`src/rtl/ram_arbiter.sv`:
```
// ram_arbiter
//   Shares one single-port synchronous RAM between two requesters.
//   Port 0 is the processor memory interface. Port 1 is the display/DMA reader.
//   Only one access is in flight at a time: IDLE -> ACCESS -> COMPLETE -> IDLE,
//   which gives one access every three cycles. Every output is registered, so
//   there is no combinational path from any input to any output.
//
// Ports
//   clock, n_reset          rising-edge clock, asynchronous active-low reset
//   reqN/rnwN/addrN/wdataN  request and its attributes (N = 0, 1); reqN is held
//                           until gntN is seen
//   gntN                    one-cycle pulse in the ACCESS cycle of the winner
//   doneN                   one-cycle pulse in the cycle after COMPLETE
//   rdataN                  read data; valid with doneN and held until the next
//                           read on that port
//   mem_cs/mem_rnw/mem_addr/mem_wdata   RAM command, driven in ACCESS only
//   mem_rdata               RAM read data, one cycle after a mem_cs read
//   dbg_state               current FSM state (0 IDLE, 1 ACCESS, 2 COMPLETE)
//
// Handshake: a request is taken in the cycle it is seen high while the FSM is
// IDLE. Acceptance is signalled by gntN one cycle later, and completion by
// doneN two cycles after that. A reqN that is still high in an IDLE cycle,
// including the doneN cycle, counts as a new request. A request that drops
// before it is granted is forgotten without any error.
module ram_arbiter #(
  parameter int WORD_W     = 8,
  parameter int ADDR_W     = 5,
  parameter int FIXED_PRIO = 0
) (
  input  logic              clock,
  input  logic              n_reset,
  input  logic              req0,
  input  logic              req1,
  input  logic              rnw0,
  input  logic              rnw1,
  input  logic [ADDR_W-1:0] addr0,
  input  logic [ADDR_W-1:0] addr1,
  input  logic [WORD_W-1:0] wdata0,
  input  logic [WORD_W-1:0] wdata1,
  output logic              gnt0,
  output logic              gnt1,
  output logic              done0,
  output logic              done1,
  output logic [WORD_W-1:0] rdata0,
  output logic [WORD_W-1:0] rdata1,
  output logic              mem_cs,
  output logic              mem_rnw,
  output logic [ADDR_W-1:0] mem_addr,
  output logic [WORD_W-1:0] mem_wdata,
  input  logic [WORD_W-1:0] mem_rdata,
  output logic [1:0]        dbg_state
);

  typedef enum logic [1:0] {
    ST_IDLE     = 2'd0,
    ST_ACCESS   = 2'd1,
    ST_COMPLETE = 2'd2
  } state_t;

  state_t state;
  state_t state_nxt;

  logic last_grant;   // port granted most recently; resets to 1 so port 0 wins the first tie
  logic lat_port;     // port that owns the access in flight
  logic lat_rnw;      // direction of the access in flight
  logic win_port;
  logic load_en;
  logic cap_en;

  assign dbg_state = state;

  // Winner selection. When both ports request, round-robin picks the port
  // that was not granted last. Fixed priority always picks port 0.
  always_comb begin
    win_port = 1'b0;
    if (req0 && req1) begin
      win_port = (FIXED_PRIO != 0) ? 1'b0 : ~last_grant;
    end else if (req1) begin
      win_port = 1'b1;
    end
  end

  // Next-state and strobe decode.
  always_comb begin
    state_nxt = state;
    load_en   = 1'b0;
    cap_en    = 1'b0;
    case (state)
      ST_IDLE: begin
        if (req0 || req1) begin
          load_en   = 1'b1;
          state_nxt = ST_ACCESS;
        end
      end
      ST_ACCESS: begin
        state_nxt = ST_COMPLETE;
      end
      ST_COMPLETE: begin
        cap_en    = 1'b1;
        state_nxt = ST_IDLE;
      end
      default: begin
        state_nxt = ST_IDLE;
      end
    endcase
  end

  always_ff @(posedge clock or negedge n_reset) begin
    if (!n_reset) begin
      state <= ST_IDLE;
    end else begin
      state <= state_nxt;
    end
  end

  // Datapath and output registers. The mem_* registers double as the latch
  // for the winning address and write data. They are loaded at the end of the
  // IDLE cycle, so the RAM sees the latched command during ACCESS.
  // gnt, done and mem_cs are pulses: they default to 0 on every clock.
  always_ff @(posedge clock or negedge n_reset) begin
    if (!n_reset) begin
      last_grant <= 1'b1;
      lat_port   <= 1'b0;
      lat_rnw    <= 1'b0;
      gnt0       <= 1'b0;
      gnt1       <= 1'b0;
      done0      <= 1'b0;
      done1      <= 1'b0;
      rdata0     <= '0;
      rdata1     <= '0;
      mem_cs     <= 1'b0;
      mem_rnw    <= 1'b0;
      mem_addr   <= '0;
      mem_wdata  <= '0;
    end else begin
      gnt0   <= 1'b0;
      gnt1   <= 1'b0;
      done0  <= 1'b0;
      done1  <= 1'b0;
      mem_cs <= 1'b0;

      if (load_en) begin
        last_grant <= win_port;
        lat_port   <= win_port;
        lat_rnw    <= win_port ? rnw1 : rnw0;
        gnt0       <= ~win_port;
        gnt1       <= win_port;
        mem_cs     <= 1'b1;
        mem_rnw    <= win_port ? rnw1 : rnw0;
        mem_addr   <= win_port ? addr1 : addr0;
        mem_wdata  <= win_port ? wdata1 : wdata0;
      end

      // The RAM returns read data during COMPLETE. It is captured at the end
      // of COMPLETE, so it is valid together with the done pulse.
      if (cap_en) begin
        if (lat_port) begin
          done1 <= 1'b1;
          if (lat_rnw) begin
            rdata1 <= mem_rdata;
          end
        end else begin
          done0 <= 1'b1;
          if (lat_rnw) begin
            rdata0 <= mem_rdata;
          end
        end
      end
    end
  end

endmodule
```
`config.mk`:
```
export PLATFORM = sky130hd
export DESIGN_NAME = ram_arbiter
export DESIGN_NICKNAME = d
export VERILOG_FILES = /design/src/rtl/ram_arbiter.sv
export SDC_FILE = /design/constraint.sdc
export NUM_CORES = 1
export LEC_CHECK = 0
export CAP_MARGIN = 5
export CORE_ASPECT_RATIO = 0.7
export CORE_UTILIZATION = 36
export CTS_BUF_LIST = sky130_fd_sc_hd__clkbuf_8 sky130_fd_sc_hd__clkbuf_16
export CTS_CLUSTER_DIAMETER = 80
export DETAILED_ROUTE_END_ITERATION = 16
export PLACE_DENSITY = 0.75
export SYNTH_ARGS = -nofsm -noshare
export SYNTH_HDL_FRONTEND = slang
export SYNTH_SLANG_ARGS = --single-unit
```
`constraint.sdc`:
```
create_clock -name clock -period 1.2 [get_ports clock]
set_input_delay 0.24 -clock clock [delete_from_list [all_inputs] [get_ports clock]]
set_output_delay 0.24 -clock clock [all_outputs]
set_load 0.02 [all_outputs]
```
==> metrics.txt <==
Crit path max-delay family=flip-flops; async set or reset register ratio after synthesis=100%; R2R Setup Slk=-110 ps; Final Net Count=272; drt total wl=4380 µm; Seq/Total Area, Yosys=59.8%; GR Layer Usage met2=29.4%; # IOs=77; Sw Share=39.7%; Synth area leader=dfrtp_1; largest net degree at the start of global routing=19; synthesized area=0.00163 mm²; vias per cell=4.86; Leak Pwr=1.32 nW; Synth Flop Type=dfrtp_1; Crit. End Element=flip-flop; All-Layer GR Usage=18.6%; setup ws final=-112 ps; Initial Util=37.5%; GRT met1 Usage=24.6%; VDD IR max=1.28 mV; Gate power share=53.9%; CTS max path bufs=2; switching power=0.00272 W; port bufs=76; first-pass GRT wire length=6580 µm; Avg Cell Area, Syn=11.9 µm²; Clk pwr share=12.4%; RD Place Congestion=0.726; Die X-Extent=82.5 µm; Pins Over Slew Limit=0; Worst EP arrival=1470 ps; placement row count=20; CTS buffer count=5; skew final=4.16 ps; Finish-stage setup viols=34; Slew @ Worst Pin=246 ps; synthesis-to-finish area growth=67.7%; antenna violations before repair=0; Ant. Diodes=0; Setup Crit Path Kind=reg -> reg; worst hold-check path type=in -> async; Die H=58.3 µm; DIE AREA=0.00481 mm²; sequential power share=33.7%; Tmin final=1310 ps; H-tree depth=2; drt drc=0; Via Count=1,400; share of cells above drive strength 1=48.5%; dpl ws=-255 ps; P per Cell Area=2500 mW/mm²; Yosys top cell area share=58.2%; vias in the first global route=1,404; syn_nets=177; total clock sinks=39; Crit path required time=1360 ps; Max stage delay on crit path=440 ps; Crit Path Max Fanout=18; Max Cap Violations=0; commonest cells in the netlist=dfrtp_1 (38), inv_1 (30), mux2_2 (16); CP max-delay cell=dfrtp_2; Clock Root Buffer=clkbuf_8; CP Depth=4; clk slew on worst S/H paths=80 ps; clk_lat worst skew=290 ps; CP bufs+invs=1; core area=0.00435 mm²; critical path startpoint=dbg_state[1]; Inst Count DP=272; failing checks=setup timing; number of synthesized flops with an enable pin=0; global route hottest layer=met2; final instance area=0.00274 mm²; Post-DP HPWL=2820 µm; max frequency=762 MHz; crit path capture=mem_addr[1]; Power Total=0.00684 W; period utilization=109%; status=finished with violations; initial DRC count=72; drt first pass iters=4; RSZ-0062 raised after global routing=true; CTS tree=built; top cells by area, synth=dfrtp_1 (58%), mux2_2 (11%), o221ai_1 (7.5%), inv_1 (6.9%), o21ai_0 (3.1%); crit path cell chain=or2_1 > buf_12 > o21ai_1 > o221ai_2; worst reg2reg path depth=4; Cell Area, Placed=0.00255 mm²; normalized max-slew margin=83.6%; WL per Instance=15.2 µm; final non-filler cell total=288; top-count cell post-synth=dfrtp_1; Ys Warns=0; Int Power=0.00412 W; Setup crit start kind=flip-flop; synthesized netlist cell count=137; post-route ant nets=0; grt ovf=0; FF-to-FF Start=dbg_state[1]; synth unique cells=20; final hold violation count=0; reg-to-reg endpoint=mem_addr[1]; GR Util met3=6.67%; flops & latches, synth=39
==> state kept, by name, summed over array words and instances (netlist names) <==
register,flops
lat_port,1
done1,1
last_grant,1
lat_rnw,1
mem_wdata,8
mem_addr,5
rdata1,8
rdata0,8
gnt1,1
done0,1
dbg_state,2
mem_cs,1
gnt0,1
==> metal layers <==
metal,share of wire [%],up-vias
met3,7.5,5
met5,0,-
li1,-,654
met1,45,690
met2,47,51
met4,0.57,0
==> worst min path at each step <==
stage | slack, ps | to | startpoint
detailed placement | 80 | dbg_state[1] | n_reset
global route | 320 | lat_port | n_reset
CTS | 310 | dbg_state[0] | n_reset
floorplan | -60 | dbg_state[0] | n_reset
global placement | 80 | dbg_state[1] | n_reset
finish | 320 | lat_rnw | n_reset
==> layout by cell type, fill, tap and decap left out, types with 5 or more instances in the layout <==
| cell type | instances |
|---|---|
| mux2_2 | 14 |
| o21ai_2 | 8 |
| buf_4 | 10 |
| clkdlybuf4s50_1 | 38 |
| clkbuf_2 | 7 |
| dfrtp_1 | 36 |
| buf_12 | 5 |
| buf_2 | 23 |
| o21ai_1 | 8 |
| clkbuf_8 | 5 |
| inv_1 | 29 |
| o221ai_2 | 14 |
| clkdlybuf4s15_2 | 7 |
==> cell type report <==
class | count | area (µm²)
Timing Repair Buffer | 94 | 842
Clock buffer | 5 | 68.8
Sequential cell | 39 | 980
Fill cell | 368 | 1620
Clock inverter | 3 | 15.0
Inverter | 30 | 113
Multi-Input combinational cell | 62 | 651
Tap cell | 55 | 68.8
==> through the flow <==
stage / hold WS (ps) / setup TNS (ps) / util (%)
after floorplan: -55.6 / -2020 / -
after global placement: 80.5 / -6000 / 58.5
after detailed placement: 80.0 / -6250 / 58.5
after CTS: 314 / -2000 / 62.0
after global routing: 321 / -3590 / 62.9
final: 319 / -2090 / 62.9
==> cells by family (layout without fill, tap and decap cells) <==
logic type	count (synthesis)	after routing	share of synthesized area, %
AOI/OAI and AO/OA	30	30	12.4
buffers and inverters	36	132	10.3
DFF	39	39	59.8
muxes	16	16	11.0
and+or+nand+nor	16	16	6.44
==> worst reg2reg max path, delay by kind of cell, from the launching register on <==
kind            cells  cell delay (ps)
flops               1              440
simple gates        1              270
compound gates      2              320
buf+inv             1              170
==> timing repair <==
item,CTS,global route
gates resized for setup,113,58
hold buffers,1,0
hold endpoints to repair,5,0
gates cloned,0,1
pin swaps,0,1
buffers inserted,2,4
setup endpoints to repair,70,56
==> power by group through the flow <==
| stage | registers (W) | clock network (W) | logic, W |
|---|---|---|---|
| floorplan | 0.00304 | 0 | 0.00102 |
| global placement | 0.00231 | 0 | 0.00349 |
| detailed placement | 0.00232 | 0 | 0.00353 |
| CTS | 0.00231 | 0.000877 | 0.00344 |
| global route | 0.00239 | 0.000941 | 0.00395 |
| finish | 0.00231 | 0.000848 | 0.00368 |
No activity file was read; power rests on OpenSTA's default activity.
==> RTL edit: new RTL, config.mk and constraints unchanged <==
`ADDR_W`: 5 -> 6.
--- a/src/rtl/ram_arbiter.sv
+++ b/src/rtl/ram_arbiter.sv
@@ -25,5 +25,5 @@
 module ram_arbiter #(
   parameter int WORD_W     = 8,
-  parameter int ADDR_W     = 5,
+  parameter int ADDR_W     = 6,
   parameter int FIXED_PRIO = 0
 ) (
Interface: changed (resized addr0, addr1 and mem_addr); port bits go from 77 to 80. The function was not compared with the original's and may differ.
==> RTL edit against the original RTL <==
- the flow still finishes with violations (setup timing)
- total power rose by 5.5%
- die area increased by 7.4%
- sequential cell count up 1
- cell area increased by 7.9%
- cell count rose by 3.5%
- synthesized area grew 7.7%
- clock skew up 0.0014 ns
- maximum frequency decreased by 2.6%
- count of clock-buffer cells in the layout grew 1
- setup slack lost 0.035 ns
- critical path depth shrank 1
- clock power is 4.8% higher
- wire length fell by 2.3%
- worst hold slack gained 0.063 ns
- critical endpoint is now rdata0[0]$_DFFE_PN0P_
- highest routed layer unchanged
==> RTL edit: results (changes against the original RTL) <==
Setup path
  • CP Launch Point: dbg_state[0]$_DFFE_PN0P_
  • R2R depth: 3 (-1)
  • Crit path max fanout: 8 (-10)
  • Reg-to-Reg End: rdata0[0]$_DFFE_PN0P_
  • Endpoint arrival time on the critical path: 1.51 ns (+0.04 ns)
  • Destination of the critical timing path: rdata0[0]$_DFFE_PN0P_

Global route
  • Vias in the first global route: 1382 (-1.6%)
  • Grt met3 use: 5.03% (-1.6 points)
  • Pin count of the biggest net entering global routing: 30 (+11)
  • Total track usage: 16.7% (-1.9 points)
  • GR Util met1: 23.2% (-1.4 points)
  • Met2 Track Usage GR: 25.8% (-3.6 points)

Detailed routing
  • Wire length on met3: 228 microns (-31%)
  • Met2 WL post-DR: 1.83 mm (-11%)
  • Routed length on met1: 2.21 mm (+12%)
  • Average vias per placed instance: 4.70 (-3.3%)
  • Final Routed Wirelength: 4.28 mm (-2.3%)

Placed design
  • # port buffers: 79 (+3.9%)
  • Cell area after placement: 2750 sq um (+7.9%)
  • Worst-case setup slack after placement: -0.239 ns (+0.0161 ns)
  • Post-placement cell count: 287 (+5.5%)
  • DP HPWL: 2.92 mm (+3.4%)

Power
  • Reported leakage power: 1.45 nW (+9.4%)
  • Worst ir drop on vdd: 1180 uV (-7.6%)
  • Power density over cell area: 2440 nW/um^2 (-2.2%)

Synth
  • Synth top cells by count: dfrtp_1 (39), inv_1 (32), mux2_2 (15)
  • Instance count of the mapped netlist: 142 (+3.6%)
  • Largest cells by area after synthesis: dfrtp_1 (56%), mux2_2 (9.6%), inv_1 (6.8%)
  • Post-synthesis net count: 184 (+4.0%)

STA
  • Worst setup slack after layout: -0.146 ns (-0.0345 ns)
  • WHS: 0.383 ns (+0.0632 ns)
  • Summed negative setup slack over all endpoints: -2.99 ns (-0.893 ns)
  • Number of setup violations in the final report: 33 (-2.9%)

CTS
  • Number of setup buffers added after CTS: 0 (-2)
  • Total of cells resized after clock tree synthesis: 109 (-3.5%)

Status
  • Run status: complete, but fails checks
  • Violations in the final reports: setup timing

Finish
  • Final net count: 284 (+4.4%)

Floorplan
  • Area of the die: 5170 sq um (+7.4%)
[RTL edit: cell types whose count changed in the layout (fill, tap and decap cells not counted), sizes merged, moves of 2 or more]
cell | unedited run | this run
buf | 40 | 29
clkdlybuf4s15 | 7 | 16
clkbuf | 13 | 17
inv | 30 | 34
clkinv | 3 | 0
clkdlybuf4s50 | 38 | 40
dlygate4sd2 | 0 | 2
[RTL edit: power breakdown]
group	switching (mW)	internal, mW	leakage [nW]
Clock	0.437	0.452	0.0538
Sequential	0.372	2.01	0.487
Combinational	1.93	2.01	0.907
[RTL edit: cell type report]
cell class	count	area share, %
clock buffers	6	2.80
clock inverters	2	0.254
inverters	32	4.07
multi-input cells	64	24.0
flip-flops and latches	40	34.0
well taps	55	2.33
repair buffers	99	32.5
[RTL edit: logic make-up (layout without fill, tap and decap cells)]
group	count (synthesis)	in the layout	synth area share, %
buffers and inverters	38	139	10.1
DFF	40	40	57.0
and+or+nand+nor	16	16	6.69
muxes	16	16	10.5
AOI/OAI and AO/OA	32	32	15.7
